## config.mk

```make
export PLATFORM = sky130hd
export DESIGN_NAME = rgb_decode_flat
export DESIGN_NICKNAME = d
export VERILOG_FILES = /design/src/rtl/rgb_decode_if.sv /design/src/rtl/rgb_decode.sv /design/src/flat_wrapper.sv
export SDC_FILE = /design/constraint.sdc
export NUM_CORES = 1
export LEC_CHECK = 0
export ABC_AREA = 0
export BUFFER_PORTS_ARGS = -buffer_cell sky130_fd_sc_hd__clkbuf_2
export CORE_AREA = 2 2 81 76
export CTS_CLUSTER_DIAMETER = 40
export DETAILED_ROUTE_END_ITERATION = 8
export DIE_AREA = 0 0 83 78
export PLACE_DENSITY_LB_ADDON = 0.2
export SYNTH_ARGS = -nofsm -noshare
export SYNTH_HDL_FRONTEND = slang
export SYNTH_SLANG_ARGS = --single-unit
```

## constraint.sdc

```tcl
create_clock -name clk -period 4.55 [get_ports clk]
set_input_delay 0.91 -clock clk [delete_from_list [all_inputs] [get_ports clk]]
set_output_delay 0.91 -clock clk [all_outputs]
set_load 0.02 [all_outputs]
```

## src/rtl/rgb_decode_if.sv

```systemverilog
// Video word stream in, decoded pixel stream out, shared by rgb_decode and its driver.
interface rgb_decode_if;
  logic [9:0]  vid;
  logic        vid_de;
  logic        vid_vs;
  logic [9:0]  data_out;
  logic        data_valid;
  logic [10:0] pix_cnt;
  logic [10:0] line_cnt;
  logic        frame_start;
  logic        err;

  modport master (
    output vid, vid_de, vid_vs,
    input  data_out, data_valid, pix_cnt, line_cnt, frame_start, err
  );

  modport slave (
    input  vid, vid_de, vid_vs,
    output data_out, data_valid, pix_cnt, line_cnt, frame_start, err
  );
endinterface

```

## src/rtl/rgb_decode.sv

```systemverilog
// Recovers pixel data from Y/CB/CR word triplets: blue pixels carry data in CR, yellow in Y.
// Define RGB_DECODE_CHECK_EN to also flag pixels whose redundant fields are inconsistent.
module rgb_decode #(
  parameter logic [9:0]  BlueCb   = 10'h205,
  parameter logic [9:0]  CrBase   = 10'h200,
  parameter int unsigned LowLimit = 240,
  parameter logic [9:0]  YelCr    = 10'h0FF
) (
  input  logic  clk,
  input  logic  nreset,
  rgb_decode_if.slave bus
);

`ifdef RGB_DECODE_CHECK_EN
  localparam logic ChkEn = 1'b1;
`else
  localparam logic ChkEn = 1'b0;
`endif

  typedef enum logic [1:0] {StY, StCb, StCr} state_e;

  state_e      state_q, state_eff;
  logic [9:0]  y_q, cb_q;
  logic        de_q, vs_q;
  logic [9:0]  data_out_q;
  logic        data_valid_q;
  logic [10:0] pix_cnt_q, pix_idx_q, line_cnt_q;
  logic        line_seen_q;
  logic        frame_start_q, err_q;

  logic        de_rise, de_fall, vs_rise, pix_end;
  logic [10:0] cr_ext, cr_lo, cr_hi;
  logic        in_range, blue_cb, blue;
  logic [9:0]  diff, dec;
  logic        chk_hit;

  assign de_rise = bus.vid_de & ~de_q;
  assign de_fall = ~bus.vid_de & de_q;
  assign vs_rise = bus.vid_vs & ~vs_q;

  // A frame sync arriving with the CR word lets that pixel finish; otherwise it restarts.
  always_comb begin
    state_eff = state_q;
    if (de_rise || (vs_rise && !(state_q == StCr && bus.vid_de))) begin
      state_eff = StY;
    end
  end

  assign pix_end = bus.vid_de && (state_eff == StCr);

  assign cr_ext   = {1'b0, bus.vid};
  assign cr_lo    = {1'b0, CrBase};
  assign cr_hi    = cr_lo + 11'(LowLimit);
  assign in_range = (cr_ext >= cr_lo) && (cr_ext < cr_hi);
  assign blue_cb  = (cb_q == BlueCb);
  assign blue     = blue_cb && in_range;
  assign diff     = bus.vid - CrBase;
  assign dec      = blue ? diff : y_q;

  // Blue pixels mirror the data into Y; yellow pixels carry a fixed CR.
  assign chk_hit = (blue && (y_q != {diff[8:0], 1'b1})) ||
                   (!blue && (bus.vid != YelCr)) ||
                   (blue_cb && !in_range);

  always_ff @(posedge clk or negedge nreset) begin
    if (!nreset) begin
      state_q       <= StY;
      y_q           <= '0;
      cb_q          <= '0;
      de_q          <= 1'b0;
      vs_q          <= 1'b0;
      data_out_q    <= '0;
      data_valid_q  <= 1'b0;
      pix_cnt_q     <= '0;
      pix_idx_q     <= '0;
      line_cnt_q    <= '0;
      line_seen_q   <= 1'b0;
      frame_start_q <= 1'b0;
      err_q         <= 1'b0;
    end else begin
      de_q          <= bus.vid_de;
      vs_q          <= bus.vid_vs;
      data_valid_q  <= 1'b0;
      err_q         <= 1'b0;
      frame_start_q <= vs_rise;

      if (de_fall && (state_q != StY)) begin
        err_q   <= 1'b1;
        state_q <= StY;
      end else if (bus.vid_de) begin
        case (state_eff)
          StY: begin
            y_q     <= bus.vid;
            state_q <= StCb;
          end
          StCb: begin
            cb_q    <= bus.vid;
            state_q <= StCr;
          end
          StCr: begin
            data_out_q   <= dec;
            data_valid_q <= 1'b1;
            err_q        <= ChkEn & chk_hit;
            pix_cnt_q    <= pix_idx_q;
            pix_idx_q    <= pix_idx_q + 11'd1;
            line_seen_q  <= 1'b1;
            state_q      <= StY;
          end
          default: state_q <= StY;
        endcase
      end else if (vs_rise) begin
        state_q <= StY;
      end

      if (de_rise) begin
        pix_idx_q <= '0;
      end

      if (de_fall) begin
        line_seen_q <= 1'b0;
        if (line_seen_q) begin
          line_cnt_q <= line_cnt_q + 11'd1;
        end
      end

      // Frame sync wins over line bookkeeping; a coincident strobe keeps its own index.
      if (vs_rise) begin
        line_cnt_q <= '0;
        pix_idx_q  <= '0;
        if (!pix_end) begin
          pix_cnt_q <= '0;
        end
      end
    end
  end

  assign bus.data_out    = data_out_q;
  assign bus.data_valid  = data_valid_q;
  assign bus.pix_cnt     = pix_cnt_q;
  assign bus.line_cnt    = line_cnt_q;
  assign bus.frame_start = frame_start_q;
  assign bus.err         = err_q;

endmodule

```

## src/flat_wrapper.sv

```systemverilog
// flat-port wrapper written by rule: the top's interface ports become plain ports
module rgb_decode_flat 
#(
  parameter logic [9:0]  BlueCb   = 10'h205,
  parameter logic [9:0]  CrBase   = 10'h200,
  parameter int unsigned LowLimit = 240,
  parameter logic [9:0]  YelCr    = 10'h0FF
)
  (clk, nreset, bus_vid, bus_vid_de, bus_vid_vs, bus_data_out, bus_data_valid, bus_pix_cnt, bus_line_cnt, bus_frame_start, bus_err);
  rgb_decode_if bus_i ();
  input  logic clk;
  input  logic nreset;
  input wire logic [$bits(bus_i.vid)-1:0] bus_vid;
  input wire logic [$bits(bus_i.vid_de)-1:0] bus_vid_de;
  input wire logic [$bits(bus_i.vid_vs)-1:0] bus_vid_vs;
  output wire logic [$bits(bus_i.data_out)-1:0] bus_data_out;
  output wire logic [$bits(bus_i.data_valid)-1:0] bus_data_valid;
  output wire logic [$bits(bus_i.pix_cnt)-1:0] bus_pix_cnt;
  output wire logic [$bits(bus_i.line_cnt)-1:0] bus_line_cnt;
  output wire logic [$bits(bus_i.frame_start)-1:0] bus_frame_start;
  output wire logic [$bits(bus_i.err)-1:0] bus_err;
  assign bus_i.vid = bus_vid;
  assign bus_i.vid_de = bus_vid_de;
  assign bus_i.vid_vs = bus_vid_vs;
  assign bus_data_out = bus_i.data_out;
  assign bus_data_valid = bus_i.data_valid;
  assign bus_pix_cnt = bus_i.pix_cnt;
  assign bus_line_cnt = bus_i.line_cnt;
  assign bus_frame_start = bus_i.frame_start;
  assign bus_err = bus_i.err;
  rgb_decode #(.BlueCb(BlueCb), .CrBase(CrBase), .LowLimit(LowLimit), .YelCr(YelCr)) u_core (.clk(clk), .nreset(nreset), .bus(bus_i));
endmodule
```

==> impl_metrics.py <==
metrics = {
    "sta": {
        "finalMaxSlewViolations": 0,
        "period_minus_slack_ns": 2.56,
        "setup_ws_ns": 1.99,
        "fin_crit_sh_pct": 56.3,
        "slew_headroom_pct": 49.3,
        "setup_viol": 0,
        "finalHoldViolations": 0,
        "skew_ns": 0.00770,
        "rsz0062_at_grt": "false",
        "tns_ns": 0,
        "max_freq_mhz": 390,
        "worstMarginPinSlew_ns": 0.760,
    },
    "synthesis": {
        "synth_top_cell_area_share_pct": 59.2,
        "synth_compound_area_share_pct": 6.09,
        "yosysTopAreaCell": "dfrtp_1",
        "ys_ff_latch": 71,
        "syn-num-nets": 287,
        "synth_top_family_by_area": "simple AND/OR/NAND/NOR gates",
        "seq_area_frac_synth_pct": 59.2,
        "syn_avg_cell_area_sq_um": 11.1,
        "synthXorXnorAreaFrac_pct": 3.50,
        "yosysMostFrequentCell": "dfrtp_1",
        "synth_cells": 271,
        "yosys_most_used_dff": "dfrtp_1",
        "synthAdderAreaFrac_pct": 0.834,
        "synth_edf_count": 0,
        "ys_types": 35,
        "synthMuxAreaShare_pct": 10.5,
        "synth_area_sq_um": 3000,
        "synthTopCellsByCount": "dfrtp_1 (71), nand2_1 (41), mux2_2 (20), o21ai_0 (19), nand3_1 (18)",
        "synthTopCellsByArea": "dfrtp_1 (59%), mux2_2 (7.5%), nand2_1 (5.1%), o21ai_0 (3.2%), mux2i_1 (3.0%)",
        "yosys_warnings": 0,
        "synth_simple_gate_area_share_pct": 17.5,
        "async_flop_share_pct": 100,
    },
    "place": {
        "place_ws_ns": 1.62,
        "port_buffers": 48,
        "gp_congestion": 0.752,
        "hpwl_um": 3880,
        "dp.cells": 382,
    },
    "drt": {
        "drc": 0,
        "route.antenna.remaining_nets": 0,
        "dr.pass1.iters": 4,
        "wl_per_cell_um": 14.4,
        "vias_per_cell": 5.44,
        "finalWirelength_um": 5710,
        "vias": 2160,
        "drt-initial-drc-count": 146,
    },
    "cts": {
        "post_cts_resized": 0,
        "path_clk_slew_ns": 0.07,
        "cts_tree": "built",
        "htree_levels": 3,
        "root_buffer": "clkbuf_8",
        "numCtsBuffers": 9,
        "postCtsSetupBuffers": 0,
        "clk_path_buf_depth": 2,
        "clk_latency_ns": 0.34,
        "cts_hold_buf": 0,
        "cts_sinks": 71,
    },
    "cells_and_area": {
        "fillCellCount": 466,
        "seq_area_sq_um": 1780,
        "final_cells": 397,
        "syn2layout_area_growth_pct": 17.4,
        "drive_above_1_share_pct": 27.5,
        "multi_input_area_sq_um": 1150,
        "n_antenna_cell": 0,
        "nets": 339,
    },
    "power": {
        "clock_power_share_pct": 35.9,
        "p_leak_uw": 0.00175,
        "vdd_drop_max_v": 0.000269,
        "combPwrFrac_pct": 13.4,
        "netSwitchingPower_uw": 377,
        "power_density_nw_per_um2": 425,
        "pwr-share-seq_pct": 50.7,
        "internal-power_uw": 1120,
        "sw_frac_of_total_pct": 25.2,
    },
    "floorplanning": {
        "fp.dieH_um": 78,
        "io_pins": 49,
        "core_area_sq_um": 5560,
        "core.rowCount": 26,
        "dieArea_sq_um": 6470,
        "start_util_pct": 53.9,
        "die_w_um": 83,
    },
    "global_route": {
        "grt.total_usage_pct": 19.8,
        "grtUsageMet2_pct": 30.8,
        "grt_overflow": 0,
        "globalRouteMet1Util_pct": 25.5,
        "grt_max_degree": 39,
        "antenna_found_initial": 0,
        "grt_pass1_wl_um": 10100,
        "grt_pass1_vias": 2159,
        "busiest_layer": "met2",
        "grt_use_met3_pct": 7.45,
    },
    "critical_path": {
        "crit_required_ns": 4.77,
        "startpoint_type": "input pin",
        "cp_data_arrival_time_ns": 2.79,
        "cp_max_fo": 15,
        "worst-setup-path-type": "input pin to register",
        "endpoint_kind": "register",
    },
    "worst_hold_path": {
        "min_path_type": "register to register",
    },
    "outcome": {
        "run_status": "finished clean",
    },
    "flow_run": {
        "max-cap-violations": 0,
    },
}
==> power groups by stage <==
stage / sequential (uW) / clock (uW) / combinational, uW
2_1_floorplan: 797 / 0 / 95.0
5_1_grt: 767 / 584 / 224
6_report: 758 / 537 / 201
3_3_place_gp: 766 / 0 / 199
4_1_cts: 758 / 556 / 205
3_5_place_dp: 770 / 0 / 205
==> flip-flops by register name, indices dropped and copies added (netlist names) <==
name and flops:
u_core.bus.err 1, u_core.bus.frame_start 1, u_core.y_q 10, u_core.cb_q 10, u_core.bus.line_cnt 11, u_core.bus.data_out 10
u_core.bus.data_valid 1, u_core.de_q 1, u_core.state_q 2, u_core.line_seen_q 1, u_core.pix_idx_q 11, u_core.bus.pix_cnt 11
u_core.vs_q 1
==> cells by family after synthesis <==
kind of cell | Yosys count
xor gates and xnor gates | 12
and+or+nand+nor | 105
adders and majority gates | 2
buffers and inverters | 18
AOI/OAI and AO/OA | 34
muxes | 29
DFF | 71
==> through the flow <==
step | power (uW) | utilization [%] | hold slack (ns) | cell area (sq um)
after floorplan | 892 | - | 0.456 | 3000
after global placement | 965 | 59.5 | 0.456 | 3310
final | 1500 | 63.3 | 0.474 | 3520
after detailed placement | 975 | 59.5 | 0.461 | 3310
after global routing | 1570 | 63.3 | 0.506 | 3520
after CTS | 1520 | 63.3 | 0.478 | 3520
==> worst paths after layout <==
| kind | cells after the start | endpoint | slack, ns | startpoint |
|---|---|---|---|---|
| min | 2 | u_core.bus.data_out[8] | 0.47 | u_core.bus.data_out[8] |
| max | 6 | u_core.y_q[7] | 1.99 | bus_vid_vs |
| min in group asynchronous | 1 | u_core.bus.pix_cnt[7] | 0.63 | nreset |
| min reg2reg | 2 | u_core.bus.data_out[8] | 0.47 | u_core.bus.data_out[8] |
| max reg2reg | 5 | u_core.y_q[7] | 2.26 | u_core.vs_q |
| max in group asynchronous | 2 | u_core.bus.data_out[1] | 2.95 | nreset |
==> placed cells by master, fill, tap and decap left out, types with 2 or more instances in the layout <==
master,n
xnor2_1,10
mux2i_1,9
dfrtp_1,71
o21ai_0,19
ha_1,2
bufinv_16,2
nor4b_1,2
clkinv_2,3
nor2_1,15
xor2_1,2
or3_1,7
nor4_1,4
buf_4,3
nand2_1,41
nand4_1,3
nor3_1,4
a21oi_1,11
mux2_2,20
nand4b_1,2
inv_1,7
clkbuf_2,47
clkbuf_8,10
nand3_1,18
==> worst max-delay path, cell delays in order <==
cell and delay (ns):
clkbuf_2 0.09, nand2b_1 0.40, inv_1 0.38, a21o_1 0.28
nand2_1 0.33, mux2_2 0.39
==> layout make-up <==
type	count	share of cell area, %
sequential	71	50.4
clock buffer	11	4.01
inverter	8	0.888
tap	70	2.49
clock inverter	4	1.99
timing repair buffer	51	7.46
multi-input combinational	182	32.7
==> per-layer routing <==
metal | up-vias | share of wire (%) | routed length, um
li1 | 1046 | - | -
met1 | 1054 | 47 | 2650
met2 | 53 | 47 | 2670
met3 | 7 | 5.4 | 310
met4 | 0 | 1.3 | 74
met5 | - | 0 | 0
Note: power is estimated with default switching activity, not from simulation.
